==> config.mk <==
export PLATFORM = sky130hd
export DESIGN_NAME = sr_cmd_debounce
export DESIGN_NICKNAME = d
export VERILOG_FILES = /design/src/rtl/sr_cmd_debounce.sv
export SDC_FILE = /design/constraint.sdc
export NUM_CORES = 1
export LEC_CHECK = 0
export CAP_MARGIN = 20
export CORE_ASPECT_RATIO = 0.6
export CORE_MARGIN = 1
export CORE_UTILIZATION = 58
export DETAILED_ROUTE_END_ITERATION = 8
export GPL_TIMING_DRIVEN = 1
export MAX_ROUTING_LAYER = met4
export PLACE_DENSITY = 0.87
export SYNTH_ARGS = -nofsm -noshare
export SYNTH_HDL_FRONTEND = slang
export SYNTH_SLANG_ARGS = --single-unit
==> constraint.sdc <==
create_clock -name clk -period 2.3 [get_ports clk]
set_input_delay 0.69 -clock clk [delete_from_list [all_inputs] [get_ports clk]]
set_output_delay 0.69 -clock clk [all_outputs]
set_load 0.05 [all_outputs]
==> src/rtl/sr_cmd_debounce.sv <==
// Set/clear request front-end for the SR stage: sync, debounce, edge detect,
// and arbitration into spaced, mutually exclusive one-cycle s/r commands.
module sr_cmd_debounce #(
    parameter int DEBOUNCE_CYCLES = 4,
    parameter int HOLD_CYCLES     = 3,
    parameter bit CLR_PRIORITY    = 1'b1
) (
    input  logic clk,
    input  logic rst,
    input  logic set_req_raw,
    input  logic clr_req_raw,
    output logic s,
    output logic r,
    output logic busy,
    output logic conflict
);

    typedef enum logic [1:0] {IDLE, PULSE, HOLD} state_t;

    localparam logic [7:0] DB_LAST   = 8'(DEBOUNCE_CYCLES - 1);
    localparam logic [7:0] HOLD_LOAD = 8'(HOLD_CYCLES - 1);

    // Bit 0 is the set line, bit 1 the clear line.
    logic [1:0] sync1_q, sync2_q;
    logic [1:0] stable_q, stable_d;
    logic [1:0] stable_dly_q;
    logic [7:0] cnt_q [2];
    logic [7:0] cnt_d [2];
    logic [1:0] pend_q, pend_d;
    logic [1:0] evt, want;

    state_t     state_q, state_d;
    logic [7:0] hold_q, hold_d;
    logic       s_q, s_d;
    logic       r_q, r_d;
    logic       conf_q, conf_d;
    logic       serve;
    logic       win_clr;

    always_comb begin
        for (int i = 0; i < 2; i++) begin
            stable_d[i] = stable_q[i];
            cnt_d[i]    = cnt_q[i] + 8'd1;
            if (sync2_q[i] == stable_q[i]) begin
                cnt_d[i] = 8'd0;
            end else if (cnt_q[i] == DB_LAST) begin
                stable_d[i] = sync2_q[i];
                cnt_d[i]    = 8'd0;
            end
        end
    end

    assign evt  = stable_q & ~stable_dly_q;
    assign want = evt | pend_q;

    // A pending request may be served straight out of the last hold cycle.
    always_comb begin
        state_d = state_q;
        hold_d  = hold_q;
        pend_d  = pend_q | evt;
        s_d     = 1'b0;
        r_d     = 1'b0;
        conf_d  = 1'b0;
        serve   = 1'b0;
        win_clr = want[1] & (~want[0] | CLR_PRIORITY);
        unique case (state_q)
            IDLE: serve = 1'b1;
            PULSE: begin
                if (HOLD_CYCLES == 0) begin
                    serve = 1'b1;
                end else begin
                    state_d = HOLD;
                    hold_d  = HOLD_LOAD;
                end
            end
            HOLD: begin
                if (hold_q == 8'd0) serve = 1'b1;
                else hold_d = hold_q - 8'd1;
            end
            default: state_d = IDLE;
        endcase
        if (serve) begin
            state_d = IDLE;
            if (|want) begin
                state_d = PULSE;
                pend_d  = 2'b00;
                s_d     = ~win_clr;
                r_d     = win_clr;
                conf_d  = &want;
            end
        end
    end

    always_ff @(posedge clk or posedge rst) begin
        if (rst) begin
            sync1_q      <= 2'b00;
            sync2_q      <= 2'b00;
            stable_q     <= 2'b00;
            stable_dly_q <= 2'b00;
            cnt_q[0]     <= 8'd0;
            cnt_q[1]     <= 8'd0;
            pend_q       <= 2'b00;
            state_q      <= IDLE;
            hold_q       <= 8'd0;
            s_q          <= 1'b0;
            r_q          <= 1'b0;
            conf_q       <= 1'b0;
        end else begin
            sync1_q      <= {clr_req_raw, set_req_raw};
            sync2_q      <= sync1_q;
            stable_q     <= stable_d;
            stable_dly_q <= stable_q;
            cnt_q[0]     <= cnt_d[0];
            cnt_q[1]     <= cnt_d[1];
            pend_q       <= pend_d;
            state_q      <= state_d;
            hold_q       <= hold_d;
            s_q          <= s_d;
            r_q          <= r_d;
            conf_q       <= conf_d;
        end
    end

    assign s        = s_q;
    assign r        = r_q;
    assign conflict = conf_q;
    assign busy     = (state_q != IDLE);

endmodule

-- Word-level counts from Yosys, hierarchy flattened
Index checks and enable logic that the tools add are counted.
- $add $sub $neg: 3
- mux-type cells: 19
- reduce and logical (&&, ||, !) cells: 10
- bitwise operators: 6
- equality and inequality tests: 8
- operators with widths (cell ; number):
    $mux W8 ; 5
    $add A8 B1 Y8 const B ; 2
    $eq A8 B2 Y1 const B ; 2
    $pmux W8 S2 ; 1
    $logic_not A8 Y1 ; 1
    $mux W1 ; 8
    $reduce_and A2 Y1 ; 4
    $sub A8 B1 Y8 const B ; 1
    $mux W2 ; 3
    $pmux W2 S2 ; 1
    $reduce_bool A2 Y1 ; 2
    $reduce_or A2 Y1 ; 2
    $not A1 Y1 ; 3
    $and A2 B2 Y2 ; 1
    $eq A1 B1 Y1 ; 2
    $eq A2 B1 Y1 const B ; 1
    $eq A2 B2 Y1 const B ; 1
    $logic_not A2 Y1 ; 1
    $ne A2 B1 Y1 const B ; 1
    $ne A2 B2 Y1 const B ; 1
    $not A2 Y2 ; 1
    $or A2 B2 Y2 ; 1
    $pmux W1 S2 ; 1
- input bits: 4
- word-level logic and storage cells: 59
- output and inout port bits: 4
- flip-flop bits (word level): 39

-- Depth between registers and ports, before layout
Gate-level depths: netlist of the first run.
- depth after elaboration: 6
- mapped depth: 6
- depth with buffers taken out: 6

-- Least setup slack after synthesis of the first run
Ideal clock, no wire load.
- path kind: flip-flop to flip-flop
- start point: register hold_q[0]
- end point: register state_q[1]
- path buffers: 0
- period minus slack after synthesis: 1893 ps
- cell stages (with the launch flop): 7
- data required time: 2175 ps
- setup slack: 407 ps
- setup time: 125 ps
- data arrival time: 1768 ps
- path through: dfrtp_1 -> inv_1 -> ha_1 -> or4b_4 -> or2_4 -> and2_4 -> mux2_2
- word-level cells in the longest chain between the ends: 4
- elaborated cells on any way between the ends: 5
- classes of those cells: eq/ne: 1; mux: 3; reduce/logical: 1
- ends and longest elaborated chain (what ; RTL line ; text):
    start: declaration ; 33 ; logic [7:0] hold_q, hold_d;
    start signal: assignment ; 117 ; hold_q <= hold_d;
    $logic_not A8 Y1 * ; 77 ; if (hold_q == 8'd0) serve = 1'b1;
    $mux W1 * ; 77 ;
    $pmux W1 S2 * ; 66 ; unique case (state_q)
    $ne A2 B1 Y1 (no source line) or $mux W2 (tied branches) ; n/a ;
    end signal: assignment ; 116 ; state_q <= state_d;
    end: declaration ; 32 ; state_t state_q, state_d;
Every way passes the cells marked *; elsewhere a longest branch is shown, timed or not.
A chain may end at the register's enable or synchronous reset.

-- Final worst setup path of the first run
- start point: register state_q[0]
- end point: output busy
- word-level cells in the longest chain between the ends: 1
- ends and longest elaborated chain (what ; RTL line ; text):
    $reduce_bool A2 Y1 ; 127 ; assign busy = (state_q != IDLE);
    end: declaration ; 14 ; output logic busy,
No other way between the ends.

==> metrics, run 1 <==
GR peak layer met1; gr usage total 0.255; Core ar. 2660 sq um; GRT met3 Usage 0.0729; Hold Buf Count CTS 0; vias per cell 5.55; synthesis-stage register bit count 39; RSZ-0062 raised after global routing false; Ports 8; commonest non-fill, non-tap cell in the layout dfrtp_1; EDFF count, synth 0; Post-Synthesis Cells 158; H-tree depth 2; DP HPWL 2260 um; Die Wd 72.3 um; min-delay worst type flip-flop to flip-flop; Place WS 243 ps; synthesized area per cell 10.9 sq um; Antenna Cells 0; height of the die 44.2 um; initial antenna violation count 0; M2 GR Usage 0.348; P&R area growth vs syn 14.8%; largest cells by area after synthesis dfrtp_1 (57%), xor2_1 (5.1%), nor2_1 (4.1%); PortBufs 7; Worst Max-Slew Pin Slew 501 ps; Crit. End Element primary output; worst vdd ir 0.000816 V; DR DRC count 0; post-synth top area share 0.567; largest net degree at the start of global routing 40; final worst slack 163 ps; startpoint types flip-flop; top_reg_cell synth dfrtp_1; grt met1 use 0.349; WP data arrival 1450 ps; WS Path Type flip-flop to primary output; Post-Syn Area 1720 sq um; commonest cells after routing, fill and taps aside dfrtp_1 (39), nor2_1 (19), nand3_1 (14); first-pass GRT wire length 5510 um; Ys Warns 0; Hold Slack 370 ps; gr ovfl total 0; Post-DRT Antenna Nets 0; CTS Sinks 39; initial DRC count 55; Starting Density 0.647; Synth cell types 36; Max Cap Viol 0; routed vias 1183; DR pass1 iterations 4; FFs w/ async S/R, synth 1.00; Leak 0.000912 uW; Max Buffers Root-to-Sink 2; row count 14; GPL Wtd Cong 0.886; CTS buffer count 5; DIE AREA 3200 sq um; Seq/Total Area, Yosys 0.567; worst-path fanout max 12; DR WL/cell 15.5 um; vias in the first global route 1156; clk_lat worst skew 290 ps; Final Cycle Share 0.929; Slew headroom 0.665; top achievable clock speed 468 MHz; Max Slew Vio Count 0; total setup buffers inserted after CTS 0; share of layout cells above drive strength 1 0.121; setup TNS 0 ps; FF-to-FF setup slack 220 ps; dominant cell type by area after synthesis dfrtp_1; final WL 3300 um; CTS clock-pin slew for the worst setup and hold paths 70 ps; Final Skew 3.68 ps; outcome finished clean; CTS tree yes; Finished Cell Area 1980 sq um; Filler cells 184; Fin. Hold Viols 0; fin crit period 2140 ps; CP Data Required Time 1610 ps; Post-DP Area 1860 sq um; post-cts repair resize count 0; CTS Root Buffer Type clkbuf_8; power density over the cells 1300 nW/um^2; Post-Synthesis Net Count 166; count of final setup violators 0; nets 180
-- Yosys cell counts (2+ instances only) --
master	number
nor3_1	5
clkbuf_1	2
and3_2	2
nor2_1	19
nand3_1	14
inv_1	8
mux2_2	3
dfrtp_1	39
and3_1	4
o21ai_0	4
xnor2_1	5
a21oi_1	5
nor4b_1	2
xor2_1	10
ha_1	4
or4_1	2
nand2_1	11
-- layer usage --
metal	share of wire	wire, um
met1	0.48	1600
met2	0.44	1460
met3	0.054	179
met4	0.021	70
met5	0	0
-- critical path: stages (launching register included) --
cell and delay [ps]:
dfrtp_1 510, nor2_1 340, inv_1 140, buf_12 170
-- stage by stage --
step	power [uW]	utilization	cells
after floorplan	1690	-	158
after global placement	1920	0.698	205
after detailed placement	1980	0.698	205
after CTS	2570	0.742	213
after global routing	2710	0.742	213
final	2580	0.742	213
-- final cells by class --
cell class,count,area [sq um],share of cell area
Clock inverter,2,35.0,0.0177
Tap cell,40,50.0,0.0253
Inverter,8,30.0,0.0152
Sequential cell,39,976,0.494
Multi-Input combinational cell,109,708,0.358
Timing Repair Buffer,9,95.1,0.0481
Clock buffer,6,82.6,0.0418
-- report_power, final --
| group | switching [uW] | total [uW] | internal (uW) |
|---|---|---|---|
| Combinational | 556 | 944 | 388 |
| Sequential | 176 | 1050 | 873 |
| Clock | 231 | 582 | 351 |
-- cells by family (layout without fill, tap and decap cells) --
logic type / Yosys count / after routing / share of synthesized area
xor+xnor: 15 / 15 / 0.0763
mux: 5 / 5 / 0.0342
buf+inv: 10 / 25 / 0.0218
fa+ha+maj: 4 / 4 / 0.0291
flops: 39 / 39 / 0.567
compound gates: 15 / 15 / 0.0545
simple gates: 70 / 70 / 0.217
-- path summary, 6_finish.rpt --
kind	from	end	cells past startpoint
max in group asynchronous	rst	state_q[1]	3
hold reg to reg	sync1_q[1]	sync2_q[1]	0
setup / recovery	state_q[0]	busy	3
min in group asynchronous	rst	cnt_q[11]	3
hold / removal	sync1_q[1]	sync2_q[1]	0
setup reg to reg	hold_q[0]	state_q[1]	6
-- registers in the layout, summed over array words and instances (netlist names) --
name / cells
hold_q: 8
s: 1
sync2_q: 2
stable_q: 2
state_q: 2
sync1_q: 2
stable_dly_q: 2
conflict: 1
pend_q: 2
r: 1
cnt_q: 16
Power figures use the tool's default switching activity.
==> inputs of run 2 (changes only) <==
- CORE_ASPECT_RATIO: 0.6 -> 0.75
==> metrics, run 2 (synthesis results as in run 1) <==
final cell count without fillers 209 (-1.9%); commonest cells after routing, fill and taps aside dfrtp_1 (39), nor2_1 (19), nand3_1 (14); PortBufs 7 (unchanged); Hold Buf Count CTS 0 (unchanged); largest net degree at the start of global routing 40 (unchanged); setup TNS 0 ps (unchanged); Max Cap Viol 0 (unchanged); share of layout cells above drive strength 1 0.116 (-0.00578); Reg2Reg Capture Point state_q[1]; power density over the cells 1260 nW/um^2 (-3.3%); vias per cell 5.80 (+4.4%); height of the die 49.2 um (+11%); Core ar. 2700 sq um (+1.5%); total setup buffers inserted after CTS 0 (unchanged); DR pass1 iterations 4 (unchanged); Final Cycle Share 0.922 (-0.00770); DP HPWL 2330 um (+3.3%); Biggest register cnt_q; CTS Root Buffer Type clkbuf_8; DR WL/cell 14.8 um (-4.6%); commonest non-fill, non-tap cell in the layout dfrtp_1; gr ovfl total 0 (unchanged); worst-path fanout max 1 (-11); min-delay worst type flip-flop to flip-flop; Hold Path End sync2_q[0]; dpl cells 201 (-2.0%); initial DRC count 45 (-18%); count of final setup violators 0 (unchanged); fin crit period 2120 ps (-17.7 ps); final worst slack 180 ps (+17.7 ps); post-cts repair resize count 0 (unchanged); WHS Path Cells 0 (unchanged); initial antenna violation count 0 (unchanged); Crit. End Element primary output; Slew headroom 0.658 (-0.00736); first-pass GRT wire length 5510 um (-0.13%); startpoint types flip-flop; Max Buffers Root-to-Sink 2 (unchanged); WP data arrival 1430 ps (-20 ps); largest registers cnt_q (16), hold_q (8); Fin. Hold Viols 0 (unchanged); Top delay family on crit path buffers and inverters; H-tree depth 2 (unchanged); gr usage total 0.242 (-0.0123); FF-to-FF setup slack 260 ps (+40 ps); clk_lat worst skew 280 ps (about the same); GPL Wtd Cong 0.975 (+10%); DR DRC count 0 (unchanged); Finished Cell Area 1950 sq um (-1.1%); HP Start sync1_q[0]; Post-DRT Antenna Nets 0 (unchanged); top achievable clock speed 472 MHz (+0.84%); RSZ-0062 raised after global routing false; worst path bufs/invs 1 (-1); Final Skew 5.75 ps (+2.07 ps); CTS clock-pin slew for the worst setup and hold paths 70 ps (about the same); Max Slew Vio Count 0 (unchanged); Worst Max-Slew Pin Slew 512 ps (+11.0 ps); CTS Sinks 39 (unchanged); CP Data Required Time 1610 ps (about the same); Starting Density 0.637 (-0.00958); max reg flops 16 (unchanged); row count 16 (+2); Leak 0.000903 uW (-1.1%); Die Wd 64.9 um (-10%); CTS buffer count 5 (unchanged); worst vdd ir 0.000856 V (+4.9%); Place WS 291 ps (+48.0 ps); CTS tree yes; Ports 8 (unchanged); routed vias 1212 (+2.5%); vias in the first global route 1185 (+2.5%); CP max-delay cell clkdlybuf4s50_1; DIE AREA 3190 sq um (-0.14%); Post-DP Area 1850 sq um (-0.27%); slowest stage delay, CP 810 ps (+300 ps); Cell Chain, Critical Path clkdlybuf4s50_1; worst flop-to-flop path startpoint hold_q[0]; R2R cell count 6 (unchanged); Antenna Cells 0 (unchanged); final WL 3090 um (-6.4%); P&R area growth vs syn 13.5%; outcome finished clean; nets 180 (unchanged); WS Path Type flip-flop to primary output
-- run 2: cell types whose count changed in the layout (fill, tap and decap cells not counted) --
cell,change
bufinv_16,-1
clkbuf_1,+1
clkbuf_8,+1
clkinv_2,-1
-- run 2: final cells by class --
cell class / count / area [sq um]
multi-input cells: 109 / 708
fillers: 188 / 748
clock buffers: 8 / 100
flip-flops and latches: 39 / 976
well taps: 36 / 45.0
repair buffers: 9 / 95.1
inverters: 8 / 30.0
-- run 2: worst max-delay path by stage --
stage,end,start,slack (ps),cells past startpoint
detailed placement,state_q[1],hold_q[0],290,6
CTS,conflict,conflict,170,1
global placement,state_q[1],hold_q[0],370,6
global route,busy,state_q[0],130,3
finish,conflict,conflict,180,1
floorplan,state_q[1],hold_q[0],410,6
-- run 2: through the flow --
| step | hold slack (ps) | power (uW) | utilization |
|---|---|---|---|
| after floorplan | 331 | 1690 | - |
| after global placement | 335 | 1910 | 0.686 |
| after detailed placement | 343 | 1970 | 0.686 |
| after CTS | 360 | 2460 | 0.723 |
| after global routing | 365 | 2620 | 0.723 |
| final | 359 | 2460 | 0.723 |
-- run 2: layer usage --
| layer | global-route usage | part of all wire | vias up |
|---|---|---|---|
| li1 | - | - | 570 |
| met1 | 0.337 | 0.48 | 595 |
| met2 | 0.347 | 0.46 | 41 |
| met3 | 0.0514 | 0.048 | 6 |
| met4 | 0.104 | 0.015 | 0 |
| met5 | - | 0 | - |
-- run 2: power by group --
part	total [uW]	switching (uW)	internal, uW
combinational	923	536	387
sequential	1050	180	873
clock	486	212	273
total	2460	928	1530
